`config.mk`:
```
export PLATFORM = sky130hd
export DESIGN_NAME = uart_rx_check_fifo
export DESIGN_NICKNAME = d
export VERILOG_FILES = /design/src/rtl/uart_rx_check_fifo.sv
export SDC_FILE = /design/constraint.sdc
export NUM_CORES = 1
export LEC_CHECK = 0
export BUFFER_PORTS_ARGS = -buffer_cell sky130_fd_sc_hd__buf_2
export CAP_MARGIN = 10
export CORE_ASPECT_RATIO = 1.4
export CORE_MARGIN = 2
export CORE_UTILIZATION = 30
export CTS_BUF_LIST = sky130_fd_sc_hd__clkbuf_16
export CTS_CLUSTER_DIAMETER = 60
export DETAILED_ROUTE_END_ITERATION = 8
export PLACE_DENSITY = 0.48
export SYNTH_ARGS = -nofsm -noshare
export SYNTH_HDL_FRONTEND = slang
export SYNTH_SLANG_ARGS = --single-unit
```
`constraint.sdc`:
```
create_clock -name clk -period 4.85 [get_ports clk]
set_clock_uncertainty 0.05 [all_clocks]
set_input_delay 0.485 -clock clk [delete_from_list [all_inputs] [get_ports clk]]
set_output_delay 0.485 -clock clk [all_outputs]
set_load 0.005 [all_outputs]
```
`src/rtl/uart_rx_check_fifo.sv`:
```
// uart_rx_check_fifo
//   Qualifies each frame completed by the UART RX FSM against its parity and
//   stop error flags. Accepted frames go into a first-word-fall-through FIFO
//   with a valid/ready output handshake. The block also keeps saturating
//   per-type error counters and a sticky overrun flag.
//
// Ports
//   clk           in   system clock, rising edge
//   rst           in   synchronous active-high reset
//   RX_CHECK_EN   in   strobe: frame complete, flags and data valid
//   parity_error  in   parity error of the current frame
//   stop_error    in   stop-bit error of the current frame
//   P_DATA_REG    in   received data word
//   DATA_READY    in   consumer takes the head entry this cycle
//   DATA_VALID    out  FIFO not empty, head entry presented
//   P_DATA_OUT    out  head entry data
//   P_ERR_OUT     out  head entry tags {stop_error, parity_error}
//   FIFO_COUNT    out  number of occupied entries (0..FIFO_DEPTH)
//   OVERRUN       out  sticky: a frame was lost to a full FIFO
//   PAR_ERR_CNT   out  saturating parity error count
//   STOP_ERR_CNT  out  saturating stop error count
//   ERR_CLR       in   clears OVERRUN and both counters
module uart_rx_check_fifo #(
  parameter int unsigned DATA_WIDTH    = 8,
  parameter int unsigned FIFO_DEPTH    = 4,
  parameter int unsigned CNT_WIDTH     = 8,
  parameter bit          DROP_ON_ERROR = 1'b1
) (
  input  logic                          clk,
  input  logic                          rst,
  input  logic                          RX_CHECK_EN,
  input  logic                          parity_error,
  input  logic                          stop_error,
  input  logic [DATA_WIDTH-1:0]         P_DATA_REG,
  input  logic                          DATA_READY,
  output logic                          DATA_VALID,
  output logic [DATA_WIDTH-1:0]         P_DATA_OUT,
  output logic [1:0]                    P_ERR_OUT,
  output logic [$clog2(FIFO_DEPTH):0]   FIFO_COUNT,
  output logic                          OVERRUN,
  output logic [CNT_WIDTH-1:0]          PAR_ERR_CNT,
  output logic [CNT_WIDTH-1:0]          STOP_ERR_CNT,
  input  logic                          ERR_CLR
);

  localparam int unsigned PTR_W   = $clog2(FIFO_DEPTH);
  localparam int unsigned CW      = PTR_W + 1;
  localparam int unsigned ENTRY_W = DATA_WIDTH + 2;
  localparam logic [CW-1:0] COUNT_FULL = CW'(FIFO_DEPTH);

  // Saturating increment: holds at all-ones instead of wrapping.
  function automatic logic [CNT_WIDTH-1:0] sat_inc(input logic [CNT_WIDTH-1:0] v);
    if (&v) begin
      return v;
    end else begin
      return v + CNT_WIDTH'(1);
    end
  endfunction

  // Storage: each entry is {stop_error, parity_error, data}.
  logic [ENTRY_W-1:0]   mem_q [FIFO_DEPTH];

  logic [PTR_W-1:0]     wr_ptr_q, wr_ptr_d;
  logic [PTR_W-1:0]     rd_ptr_q, rd_ptr_d;
  logic [CW-1:0]        count_q, count_d;
  logic                 valid_q, valid_d;
  logic [ENTRY_W-1:0]   head_q, head_d;
  logic                 overrun_q, overrun_d;
  logic [CNT_WIDTH-1:0] par_cnt_q, par_cnt_d;
  logic [CNT_WIDTH-1:0] stop_cnt_q, stop_cnt_d;

  logic                 frame_err_s;
  logic                 wr_req_s;
  logic                 pop_s;
  logic                 full_s;
  logic                 wr_en_s;
  logic                 ovr_evt_s;
  logic                 par_evt_s;
  logic                 stop_evt_s;
  logic [ENTRY_W-1:0]   wr_entry_s;

  // Frame qualification and FIFO write/pop decisions.
  always_comb begin
    frame_err_s = parity_error | stop_error;
    par_evt_s   = RX_CHECK_EN & parity_error;
    stop_evt_s  = RX_CHECK_EN & stop_error;
    pop_s       = valid_q & DATA_READY;
    full_s      = (count_q == COUNT_FULL);
    wr_req_s    = 1'b0;
    wr_entry_s  = {2'b00, P_DATA_REG};
    if (DROP_ON_ERROR) begin
      wr_req_s   = RX_CHECK_EN & ~frame_err_s;
      wr_entry_s = {2'b00, P_DATA_REG};
    end else begin
      wr_req_s   = RX_CHECK_EN;
      wr_entry_s = {stop_error, parity_error, P_DATA_REG};
    end
    // A full FIFO can still take a frame when the head leaves in the same cycle.
    wr_en_s   = wr_req_s & (~full_s | pop_s);
    ovr_evt_s = wr_req_s & full_s & ~pop_s;
  end

  // Pointer, occupancy and head-entry next state.
  always_comb begin
    wr_ptr_d = wr_ptr_q;
    rd_ptr_d = rd_ptr_q;
    count_d  = count_q;
    head_d   = {ENTRY_W{1'b0}};
    if (wr_en_s) begin
      wr_ptr_d = wr_ptr_q + PTR_W'(1);
    end else begin
      wr_ptr_d = wr_ptr_q;
    end
    if (pop_s) begin
      rd_ptr_d = rd_ptr_q + PTR_W'(1);
    end else begin
      rd_ptr_d = rd_ptr_q;
    end
    case ({wr_en_s, pop_s})
      2'b10:   count_d = count_q + CW'(1);
      2'b01:   count_d = count_q - CW'(1);
      default: count_d = count_q;
    endcase
    valid_d = (count_d != {CW{1'b0}});
    // The word written this edge becomes the head when it lands at the new read
    // pointer (FIFO empty, or draining its last entry), so bypass the memory.
    if (!valid_d) begin
      head_d = {ENTRY_W{1'b0}};
    end else if (wr_en_s && (wr_ptr_q == rd_ptr_d)) begin
      head_d = wr_entry_s;
    end else begin
      head_d = mem_q[rd_ptr_d];
    end
  end

  // Error counters and overrun flag; a same-cycle event survives ERR_CLR.
  always_comb begin
    par_cnt_d  = par_cnt_q;
    stop_cnt_d = stop_cnt_q;
    overrun_d  = overrun_q;
    if (ERR_CLR) begin
      par_cnt_d  = par_evt_s  ? CNT_WIDTH'(1) : {CNT_WIDTH{1'b0}};
      stop_cnt_d = stop_evt_s ? CNT_WIDTH'(1) : {CNT_WIDTH{1'b0}};
      overrun_d  = ovr_evt_s;
    end else begin
      par_cnt_d  = par_evt_s  ? sat_inc(par_cnt_q)  : par_cnt_q;
      stop_cnt_d = stop_evt_s ? sat_inc(stop_cnt_q) : stop_cnt_q;
      overrun_d  = overrun_q | ovr_evt_s;
    end
  end

  // Control and output registers with synchronous reset.
  always_ff @(posedge clk) begin
    if (rst) begin
      wr_ptr_q   <= {PTR_W{1'b0}};
      rd_ptr_q   <= {PTR_W{1'b0}};
      count_q    <= {CW{1'b0}};
      valid_q    <= 1'b0;
      head_q     <= {ENTRY_W{1'b0}};
      overrun_q  <= 1'b0;
      par_cnt_q  <= {CNT_WIDTH{1'b0}};
      stop_cnt_q <= {CNT_WIDTH{1'b0}};
    end else begin
      wr_ptr_q   <= wr_ptr_d;
      rd_ptr_q   <= rd_ptr_d;
      count_q    <= count_d;
      valid_q    <= valid_d;
      head_q     <= head_d;
      overrun_q  <= overrun_d;
      par_cnt_q  <= par_cnt_d;
      stop_cnt_q <= stop_cnt_d;
    end
  end

  // FIFO storage write port; contents are not cleared by reset.
  always_ff @(posedge clk) begin
    if (!rst && wr_en_s) begin
      mem_q[wr_ptr_q] <= wr_entry_s;
    end
  end

  assign DATA_VALID   = valid_q;
  assign P_DATA_OUT   = head_q[DATA_WIDTH-1:0];
  assign P_ERR_OUT    = head_q[ENTRY_W-1:DATA_WIDTH];
  assign FIFO_COUNT   = count_q;
  assign OVERRUN      = overrun_q;
  assign PAR_ERR_CNT  = par_cnt_q;
  assign STOP_ERR_CNT = stop_cnt_q;

endmodule

```
* Word level (Yosys, flattened, before mapping)
Memories as Yosys holds them, arrays and structs flattened. A register that Yosys moved wholly into a read port is not among the register bits. Cells that the tools add are included.
Word-level totals: output and inout bits 31, logic and storage cells 60, memories kept 1, register bits 27, bits in writable memories 32, input port bits 15
Cells by class: equality and inequality tests 6, bitwise logic cells 14, reductions and logical operators 12, add/sub/neg operators 6, multiplexer cells 13
Memories:
- mem_q | depth 4, width 8, rd ports 1, clocked after memory_dff 1, wr ports 1, RTL line 61 | logic [ENTRY_W-1:0] mem_q [FIFO_DEPTH];
Operators with widths (count):
- 8-bit 2-to-1 mux | 6
- 8-bit by 1-bit adder with 8-bit output, second input constant | 2
- 8-bit AND reduction | 2
- 1-bit AND | 7
- 3-bit case mux with 2 select lines | 1
- 1-bit 2-to-1 mux | 5
- 2-bit by 1-bit adder with 2-bit output, second input constant | 2
- 2-bit != test, second input constant | 2
- 1-bit inverter | 4
- 2-bit AND reduction | 2
- 2-bit nonzero test | 2
- 3-bit by 1-bit adder with 3-bit output, second input constant | 1
- 3-bit equality test, second input constant | 1
- 1-bit bitwise OR | 3
- 3-bit nonzero test | 1
- 3-bit OR reduction | 1
- 3-bit by 1-bit subtractor with 3-bit output, second input constant | 1
- 2-bit by 1-bit equality test with 1-bit output, second input constant | 1
- 2-bit equality test | 1
- 2-bit equality test, second input constant | 1
- 1-bit logical AND | 2
- 2-bit 2-to-1 mux | 1
- 2-bit OR reduction | 1
- 1-bit zero test | 1

* Longest topological paths before layout
Gate-level depths: netlist of the first run.
depth in word-level cells 9, mapped depth 7, mapped depth without buffers 7

* Least setup slack after synthesis of the first run
Ideal clock, no wire load.
path type input-to-reg, start point input port stop_error, end point register head_q[0] (read register of mem_q), required time 4.661 ns, library setup time 0.139 ns, path buffers 0, cell stages on the path 7, arrival 2.364 ns, slack 2.297 ns, cells stage by stage nor3b_2 nor2_1 fa_1 or3_1 and4b_1 nor4_4 a21oi_1
Between the ends: word-level cells in the longest chain between the ends 9, elaborated cells on any way between the ends 10, classes of those cells 2 x eq/ne; 1 x mux; 5 x bitwise; 2 x reduce/logical
Ends and longest elaborated chain:
- start: declaration | RTL line 33 | input logic stop_error,
- 1-bit bitwise OR * | RTL line 84 | frame_err_s = parity_error | stop_error;
- 1-bit inverter * | RTL line 92 | wr_req_s = RX_CHECK_EN & ~frame_err_s;
- 1-bit AND * | RTL line 92
- 1-bit AND * | RTL line 99 | wr_en_s = wr_req_s & (~full_s | pop_s);
- 2-bit by 1-bit equality test with 1-bit output or 2-bit equality test (tied branches) | RTL line 119 | case ({wr_en_s, pop_s})
- 3-bit case mux with 2 select lines * | RTL line 119
- 3-bit nonzero test * | RTL line 124 | valid_d = (count_d != {CW{1'b0}});
- 1-bit inverter (no source line) *
- 2-bit OR reduction (no source line) *
- end: declaration | RTL line 67 | logic [ENTRY_W-1:0] head_q, head_d;
Every way passes the cells marked *; elsewhere a longest branch is shown, timed or not. A chain may end at the register's enable or synchronous reset.

* Worst setup path after layout of the first run
start point input port RX_CHECK_EN, end point register head_q[0] (read register of mem_q)
Between the ends: word-level cells in the longest chain between the ends 7, elaborated cells on any way between the ends 8, classes of those cells 2 x eq/ne; 1 x mux; 3 x bitwise; 2 x reduce/logical
Ends and longest elaborated chain:
- start: declaration | RTL line 31 | input logic RX_CHECK_EN,
- 1-bit AND * | RTL line 92
- 1-bit AND * | RTL line 99
- 2-bit by 1-bit equality test with 1-bit output or 2-bit equality test (tied branches) | RTL line 119
- 3-bit case mux with 2 select lines * | RTL line 119
- 3-bit nonzero test * | RTL line 124
- 1-bit inverter (no source line) *
- 2-bit OR reduction (no source line) *
Marked as above.

==> results of run 1 <==
sequential cells by signal (all words and copies together), names as in the netlist:
signal and flops:
STOP_ERR_CNT 8, wr_ptr_q 2, mem_q 32, OVERRUN 1, DATA_VALID 1, head_q 8
PAR_ERR_CNT 8, rd_ptr_q 2, FIFO_COUNT 3
synth_stat cells (2+ instances only):
cell type / count / share of area, %
nand4_1: 7 / 1.4
clkbuf_1: 4 / 0.47
edfxtp_1: 32 / 30
nand3_1: 8 / 1.3
buf_4: 8 / 1.9
a31oi_1: 3 / 0.59
nor2_1: 25 / 2.9
or3_1: 3 / 0.59
o211ai_1: 3 / 0.71
or2_1: 3 / 0.59
buf_2: 3 / 0.47
xor2_1: 6 / 1.7
a21oi_1: 14 / 2.2
xnor2_1: 9 / 2.5
nand2_1: 15 / 1.8
and2_1: 5 / 0.98
and3_1: 4 / 0.79
dfxtp_1: 33 / 21
or2_0: 6 / 1.2
ha_1: 6 / 2.4
or3b_1: 2 / 0.55
inv_1: 6 / 0.71
a21boi_0: 2 / 0.47
mux4_2: 8 / 5.7
mux2i_1: 35 / 11
nor3_1: 5 / 0.79
layout by cell type, fill, tap and decap left out, drive strengths merged, types with 2 or more instances in the layout:
cell    Yosys  layout
xnor2       9       9
clkbuf      4       9
edfxtp     32      32
a21boi      2       2
ha          6       6
nand2      15      15
buf        11      43
inv         6       8
a21oi      14      14
o211ai      3       3
clkinv      0       3
nor2       25      25
or2        10      10
nand4       7       7
or3         3       3
o21ai       2       2
nor3        5       5
or3b        2       2
dfxtp      33      33
nand3       8       8
mux2i      35      35
a31oi       3       3
and2        5       5
conb        1       2
xor2        6       6
and3        4       4
mux4        8       8
routing by layer:
layer,vias up,track usage (%),wire length (um)
met5,-,0,0
met4,0,5.35,127
met3,10,3.59,296
met2,44,21.0,3250
met1,1013,14.6,2950
li1,1064,-,-
worst max-delay path by stage:
stage	cells past startpoint	endpoint	start
final	8	head_q[0]	RX_CHECK_EN
after global routing	8	head_q[0]	RX_CHECK_EN
after CTS	5	head_q[3]	rd_ptr_q[0]
after detailed placement	8	head_q[1]	RX_CHECK_EN
after global placement	8	head_q[0]	stop_error
after floorplan	7	head_q[0]	stop_error
logic make-up (layout without fill, tap and decap cells):
logic type | Yosys count | in the layout | share of synthesized area, %
buffers and inverters | 21 | 65 | 3.54
AO/OA/AOI/OAI | 30 | 30 | 6.72
multiplexers | 43 | 43 | 16.7
adder cells (fa/ha/maj) | 7 | 7 | 2.99
XOR/XNOR | 15 | 15 | 4.13
AND/OR/NAND/NOR | 89 | 89 | 14.9
other | 1 | 2 | 0.118
flip-flops | 65 | 65 | 50.9
metrics by stage:
stage / std cells / setup WS [ns] / utilization, % / cell area (um^2) / power [mW]
floorplan: 272 / 2.30 / - / 3190 / 0.864
global placement: 438 / 1.82 / 33.7 / 3490 / 0.940
detailed placement: 438 / 1.77 / 33.7 / 3490 / 0.944
CTS: 454 / 2.12 / 36.5 / 3770 / 1.58
global route: 454 / 1.93 / 36.5 / 3770 / 1.63
finish: 454 / 2.14 / 36.5 / 3770 / 1.55
power groups by stage:
stage / registers [mW] / logic (mW) / clock network [mW]
global placement: 0.686 / 0.254 / 0
CTS: 0.675 / 0.259 / 0.645
floorplan: 0.652 / 0.212 / 0
global route: 0.681 / 0.282 / 0.663
detailed placement: 0.686 / 0.258 / 0
finish: 0.673 / 0.251 / 0.626
layout make-up:
cell class | instances | area (um^2)
multi-input cells | 186 | 1450
flip-flops and latches | 65 | 1620
clock inverters | 7 | 63.8
well taps | 138 | 173
clock buffers | 9 | 225
repair buffers | 43 | 215
inverters | 6 | 22.5
fillers | 1081 | 6580
==> key figures, run 1 <==
Global route
  – Initial antenna violation count: 0
  – Largest net degree at the start of global routing: 37
  – Grt ovf: 0
  – Gr usage total: 12.4%
  – Vias in the first global route: 2212
  – First-pass GRT wire length: 11.1 mm

Timing
  – Final slew viol count: 0
  – Worst hold slack: 0.341 ns
  – Crit path time final: 2.71 ns
  – RSZ-0062 raised after global routing: false
  – Upper clock frequency limit: 0.369 GHz
  – Slew at the pin closest to its max-slew limit: 1.02 ns
  – Max_slew headroom: 32.3%
  – Hold Vio Cnt, Final: 0
  – Final setup violation count: 0
  – Setup TNS: 0 ns
  – Final period utilization: 55.9%

Min path
  – Hold Path Class: input pin to flip-flop
  – Hold endpoint: mem_q[1][5]
  – WHS Path Cells: 1
  – Hold_sp: P_DATA_REG[5]

Worst setup path
  – Buffers & Inverters on Critical Path: 1
  – WP data required: 4.98 ns
  – Worst Setup End Kind: flip-flop
  – Flop-to-flop setup slack: 2.18 ns
  – Crit-path max FO: 9
  – CP Cell Sequence: buf_2 > nor3b_2 > nor2_1 > fa_1 > or3_1 > and4b_1 > nor4_4 > a21oi_1
  – Worst r2r dst: head_q[6]
  – Slowest stage cell, crit path: nor4_4
  – CP arrival: 2.84 ns
  – Delay of the slowest critical-path stage: 0.60 ns
  – Top Family by Delay on Critical Path: simple AND/OR/NAND/NOR gates
  – R2r worst-path depth: 5
  – Crit path launch type: input pin
  – Reg2reg start: rd_ptr_q[0]
  – Critical path type: input pin to flip-flop

Finish
  – Ant. Diodes: 0
  – Nets@finish: 333
  – Share of cells above drive strength 1: 23.1%
  – P&R area growth vs syn: 18.6%

Clock network
  – CTS Buf Count: 9
  – Post-CTS Setup Bufs: 0
  – Clk Latency, worst-skew pair: 0.33 ns
  – Hold_buf cts: 0
  – CTS sink cnt: 65
  – H-tree levels: 3
  – Post_cts resized: 0
  – Clock root buffer: clkbuf_16
  – CTS tree: yes
  – Longest Clk Path Bufs: 2
  – Clock-pin transition on the worst setup and hold timing paths: 0.06 ns

Pwr
  – Net switching power: 405 uW
  – Max VDD drop: 0.189 mV
  – Pleak: 1.36 nW
  – Combinational Power Share: 16.2%
  – Part of the power in registers: 43.4%
  – Power Dens Cells: 411 nW/um^2
  – P_int: 1.14 mW
  – Sw Share: 26.1%
  – Clock share of power: 40.4%

Route
  – First-pass iteration count of the detailed router: 4
  – Final ANT Viol Nets: 0
  – Residual DRC: 0
  – Routed wire length: 6.62 mm
  – Vias per cell: 4.69
  – Total number of vias: 2131
  – DR iter-0 viols: 119
  – Avg WL per Cell: 14.6 um

Placed design
  – GPL Wtd Cong: 0.683
  – PortBufs: 43
  – Dpl hpwl: 4.63 mm

Flow run
  – Max-cap viol count: 0

Synth
  – Yosys cell types: 42
  – Syn_area_per_cell: 11.7 um^2
  – EDFF count, synth: 32
  – Yosys Warn Count: 0
  – Mapped cell area: 3180 um^2
  – Register area share after synthesis: 50.9%
  – Async S/R FF share, synth: 0%
  – Mapped Cells: 271
  – Top FF cell, synth: dfxtp_1
  – Flops & latches, synth: 65

Die
  – Cell Rows: 44
  – Core Box Area: 10300 um^2
  – Ports: 46
  – Initial cell density of the core: 30.8%
  – Die W: 91.1 um
  – Area of the die: 11500 um^2
  – Chip height: 126 um

Outcome
  – Status: completed
No activity file was read; power rests on OpenSTA's default activity.
==> run 2, diff against run 1 <==
Clock period 4.85 ns to 2.7 ns, I/O delays scaled along.
==> key figures, run 2 (synthesis gave the netlist of run 1 again) <==
Die
  – Die W: 91.1 um (unchanged)
  – Initial cell density of the core: 30.8% (unchanged)
  – Ports: 46 (unchanged)
  – Cell Rows: 44 (unchanged)
  – Chip height: 126 um (unchanged)
  – Area of the die: 11500 um^2 (unchanged)
  – Core Box Area: 10300 um^2 (unchanged)

Global route
  – Largest net degree at the start of global routing: 33 (-11%)
  – Initial antenna violation count: 0 (unchanged)
  – Gr usage total: 12.2% (-0.23 points)
  – Grt ovf: 0 (unchanged)
  – Vias in the first global route: 2243 (+1.4%)
  – First-pass GRT wire length: 10.9 mm (-1.1%)

Finish
  – Ant. Diodes: 0 (unchanged)
  – P&R area growth vs syn: 19.9%
  – Most frequent cells in the layout: buf_2 (43), mux2i_1 (35), dfxtp_1 (32), edfxtp_1 (32), nor2_1 (25)
  – Commonest non-fill, non-tap cell in the layout: buf_2
  – Max FFs per register: 32 (unchanged)
  – Final non-filler cell total: 460 (+1.3%)
  – Share of cells above drive strength 1: 24.2% (+1.1 points)
  – Nets@finish: 339 (+1.8%)
  – Reg with most FFs: mem_q
  – Post-route cell area: 3820 um^2 (+1.1%)
  – Fill cells: 1061 (-1.9%)

Clock network
  – Clk Latency, worst-skew pair: 0.33 ns (about the same)
  – H-tree levels: 3 (unchanged)
  – Longest Clk Path Bufs: 2 (unchanged)
  – Hold_buf cts: 0 (unchanged)
  – CTS Buf Count: 9 (unchanged)
  – Clock-pin transition on the worst setup and hold timing paths: 0.05 ns (about the same)
  – Clock root buffer: clkbuf_16
  – Post_cts resized: 0 (unchanged)
  – CTS tree: yes
  – CTS sink cnt: 65 (unchanged)
  – Post-CTS Setup Bufs: 0 (unchanged)

Placed design
  – PortBufs: 43 (unchanged)
  – GPL Wtd Cong: 0.722 (+5.8%)
  – Dpl cells: 444 (+1.4%)
  – Post-Place Cell Area: 3530 um^2 (+1.3%)
  – Dpl hpwl: 4.75 mm (+2.6%)

Timing
  – Final setup violation count: 0 (unchanged)
  – RSZ-0062 raised after global routing: false
  – Upper clock frequency limit: 0.426 GHz
  – Crit path time final: 2.35 ns
  – Max_slew headroom: 54.1% (+22 points)
  – Final slew viol count: 0 (unchanged)
  – Setup TNS: 0 ns (unchanged)
  – Slew at the pin closest to its max-slew limit: 0.685 ns (-0.330 ns)
  – Hold Vio Cnt, Final: 0 (unchanged)
  – Final period utilization: 87.0%
  – Worst hold slack: 0.132 ns (-0.210 ns)

Worst setup path
  – WP data required: 2.90 ns (-2.08 ns)
  – Crit-path max FO: 9 (unchanged)
  – Worst Setup End Kind: flip-flop
  – CP arrival: 2.55 ns (-0.29 ns)
  – Critical path type: flip-flop to flip-flop
  – Crit path launch type: flip-flop

Route
  – First-pass iteration count of the detailed router: 6 (+2)
  – DR iter-0 viols: 69 (-42%)
  – Vias per cell: 4.75 (+1.3%)
  – Total number of vias: 2187 (+2.6%)
  – Final ANT Viol Nets: 0 (unchanged)
  – Residual DRC: 0 (unchanged)
  – Avg WL per Cell: 14.5 um (-0.47%)
  – Routed wire length: 6.68 mm (+0.85%)

Pwr
  – Power Dens Cells: 734 nW/um^2 (+79%)
  – Pleak: 1.37 nW (+1.3%)
  – Max VDD drop: 0.336 mV (+77%)

Flow run
  – Max-cap viol count: 0 (unchanged)

Min path
  – Hold Path Class: input pin to flip-flop

Outcome
  – Status: completed
[run 2: report_power, final]
group / switching (mW) / internal (mW)
sequential: 0.0514 / 1.11
combinational: 0.264 / 0.264
clock: 0.411 / 0.702
total: 0.727 / 2.07
[run 2: cell type report]
type,instances,area (um^2),area share [%]
Clock buffer,9,225,5.90
Sequential cell,65,1620,42.5
Clock inverter,7,61.3,1.61
Tap cell,138,173,4.52
Multi-Input combinational cell,186,1450,38.1
Inverter,6,22.5,0.590
Timing Repair Buffer,49,260,6.82
[run 2: metrics by stage]
| step | util, % | total power, mW | setup WS, ns |
|---|---|---|---|
| finish | 36.9 | 2.80 | 0.351 |
| global route | 36.9 | 2.93 | 0.169 |
| CTS | 36.9 | 2.84 | 0.340 |
| detailed placement | 34.1 | 1.72 | 0.252 |
| global placement | 34.1 | 1.72 | 0.316 |
| floorplan | - | 1.55 | 0.362 |
[run 2: final timing paths]
path              cells past startpoint           to  slack [ns]           from
setup / recovery                      8    head_q[2]        0.35     DATA_VALID
hold / removal                        1  mem_q[0][0]        0.13  P_DATA_REG[0]
setup reg to reg                      8    head_q[2]        0.35     DATA_VALID
hold reg to reg                       2      OVERRUN        0.44        OVERRUN
[run 2: critical path, cell delays in order, from the launching register on]
cell and delay [ns]:
dfxtp_1 0.37, nand2_1 0.19, nor2_1 0.08, fa_1 0.37, or3_1 0.39, a211oi_1 0.41, nor4_4 0.09, buf_4 0.19
a21oi_1 0.13
[run 2: per-layer routing]
layer	wire length [um]	GRT usage (%)	vias to the layer above
met2	3410	21.4	47
met4	137	6.33	0
met1	2860	14.0	1051
met3	268	2.33	12
li1	-	-	1077
met5	0	0	-
==> run 3, diff against run 2 <==
Clock period 2.7 ns to 3 ns, I/O delays scaled along.
==> key figures, run 3 (synthesis gave the netlist of run 1 again) <==
Outcome
  – Status: completed

Route
  – Avg WL per Cell: 14.5 um (-0.43%)
  – Total number of vias: 2151 (-1.6%)
  – Vias per cell: 4.69 (-1.4%)
  – DR iter-0 viols: 67 (-2.9%)
  – Routed wire length: 6.63 mm (-0.64%)
  – Residual DRC: 0 (unchanged)
  – Final ANT Viol Nets: 0 (unchanged)
  – First-pass iteration count of the detailed router: 4 (-2)

Pwr
  – Clock share of power: 42.1% (+2.4 points)
  – Part of the power in registers: 39.8% (-1.6 points)
  – Total power: 2.61 mW (-6.8%)
  – Sw Share: 25.3% (-0.69 points)
  – P_int: 1.95 mW (-5.9%)
  – Power Dens Cells: 680 nW/um^2 (-7.3%)
  – Max VDD drop: 0.325 mV (-3.3%)
  – Net switching power: 659 uW (-9.3%)
  – Combinational Power Share: 18.1% (-0.8 points)
  – Pleak: 1.40 nW (+1.5%)

Die
  – Die W: 91.1 um (unchanged)
  – Ports: 46 (unchanged)
  – Cell Rows: 44 (unchanged)
  – Chip height: 126 um (unchanged)
  – Area of the die: 11500 um^2 (unchanged)
  – Initial cell density of the core: 30.8% (unchanged)
  – Core Box Area: 10300 um^2 (unchanged)

Clock network
  – CTS tree: yes
  – Post-CTS Setup Bufs: 0 (unchanged)
  – CTS Buf Count: 9 (unchanged)
  – CTS sink cnt: 65 (unchanged)
  – Post_cts resized: 0 (unchanged)
  – Clock-pin transition on the worst setup and hold timing paths: 0.05 ns (about the same)
  – Clk Latency, worst-skew pair: 0.33 ns (about the same)
  – Hold_buf cts: 0 (unchanged)
  – H-tree levels: 3 (unchanged)
  – Clock root buffer: clkbuf_16
  – Longest Clk Path Bufs: 2 (unchanged)

Finish
  – Share of cells above drive strength 1: 24.6% (+0.39 points)
  – Ant. Diodes: 0 (unchanged)
  – Most frequent cells in the layout: buf_2 (43), mux2i_1 (35), dfxtp_1 (32), edfxtp_1 (32), nor2_1 (25)
  – Commonest non-fill, non-tap cell in the layout: buf_2
  – Layout Utilization: 37.1% (+0.18 points)
  – P&R area growth vs syn: 20.5%
  – Final non-filler cell total: 459 (-0.22%)
  – Post-route cell area: 3840 um^2 (+0.49%)
  – Nets@finish: 338 (-0.29%)
  – Max FFs per register: 32 (unchanged)
  – Fill cells: 1051 (-0.94%)
  – Reg with most FFs: mem_q

Worst setup path
  – Critical path type: input pin to flip-flop
  – CP arrival: 2.58 ns (+0.03 ns)
  – Crit path launch: stop_error
  – Flop-to-flop setup slack: 0.64 ns (+0.29 ns)
  – Crit-path max FO: 9 (unchanged)
  – Worst Setup EP: head_q[6]
  – Reg2reg start: DATA_VALID
  – Worst Setup End Kind: flip-flop
  – R2r worst-path depth: 8 (unchanged)
  – Worst r2r dst: head_q[6]
  – Crit path launch type: input pin
  – WP data required: 3.21 ns (+0.31 ns)

Global route
  – Initial antenna violation count: 0 (unchanged)
  – Gr usage total: 12.3% (+0.14 points)
  – Grt ovf: 0 (unchanged)
  – First-pass GRT wire length: 11.0 mm (+0.70%)
  – Largest net degree at the start of global routing: 34 (+3.0%)
  – Vias in the first global route: 2197 (-2.1%)

Timing
  – Upper clock frequency limit: 0.421 GHz
  – Final slew viol count: 0 (unchanged)
  – Setup ws final: 0.626 ns (+0.275 ns)
  – Setup TNS: 0 ns (unchanged)
  – Worst hold slack: 0.163 ns (+0.0315 ns)
  – Final setup violation count: 0 (unchanged)
  – Slew at the pin closest to its max-slew limit: 0.652 ns (-0.0332 ns)
  – Crit path time final: 2.37 ns
  – Max_slew headroom: 56.3% (+2.2 points)
  – Final period utilization: 79.1%
  – RSZ-0062 raised after global routing: false
  – Hold Vio Cnt, Final: 0 (unchanged)

Flow run
  – Max-cap viol count: 0 (unchanged)

Placed design
  – GPL Wtd Cong: 0.700 (-3.2%)
  – Dpl cells: 443 (-0.23%)
  – PortBufs: 43 (unchanged)
  – Setup WS pre-CTS: 0.283 ns (+0.0309 ns)
  – Post-Place Cell Area: 3520 um^2 (-0.21%)
  – Dpl hpwl: 4.62 mm (-2.7%)

Min path
  – Hold Path Class: input pin to flip-flop
  – WHS Path Cells: 1 (unchanged)
run 3: cell count changes in the layout (fill, tap and decap cells not counted):
cell	delta
buf_4	-1
clkinv_1	-3
clkinvlp_4	-2
inv_1	+1
clkinv_2	+2
clkinv_4	+1
bufinv_16	+1
run 3: power groups by stage:
stage	combinational, mW	clock [mW]	sequential, mW
2_1_floorplan	0.343	0	1.05
3_3_place_gp	0.475	0	1.06
3_5_place_dp	0.483	0	1.06
4_1_cts	0.484	1.13	1.04
5_1_grt	0.530	1.17	1.05
6_report	0.473	1.10	1.04
run 3: layout make-up:
| cell class | instances | area [um^2] | share of cell area, % |
|---|---|---|---|
| clock buffers | 9 | 225 | 5.87 |
| clock inverters | 7 | 87.6 | 2.28 |
| inverters | 6 | 22.5 | 0.587 |
| multi-input cells | 186 | 1450 | 37.9 |
| flip-flops and latches | 65 | 1620 | 42.3 |
| well taps | 138 | 173 | 4.50 |
| repair buffers | 48 | 253 | 6.59 |
run 3: worst min-delay path by stage:
stage                   from     endpoint
4_1_cts        P_DATA_REG[0]  mem_q[1][0]
3_5_place_dp         OVERRUN      OVERRUN
5_1_grt        P_DATA_REG[1]  mem_q[1][1]
3_3_place_gp         OVERRUN      OVERRUN
6_report       P_DATA_REG[0]  mem_q[1][0]
2_1_floorplan  P_DATA_REG[0]  mem_q[0][0]
run 3: per-layer routing:
layer / vias up / GRT usage (%) / routed length [um]
met1: 1031 / 14.0 / 2810
met3: 6 / 3.05 / 278
met2: 41 / 21.9 / 3450
met4: 0 / 5.08 / 99
met5: - / 0 / 0
li1: 1073 / - / -
run 3: critical path, stage by stage:
cell and delay (ns):
buf_2 0.12, nor3b_2 0.42, nor2_1 0.12, fa_1 0.39, or3_1 0.40, a211oi_1 0.43, nor4_4 0.09, buf_4 0.20
a21oi_1 0.11
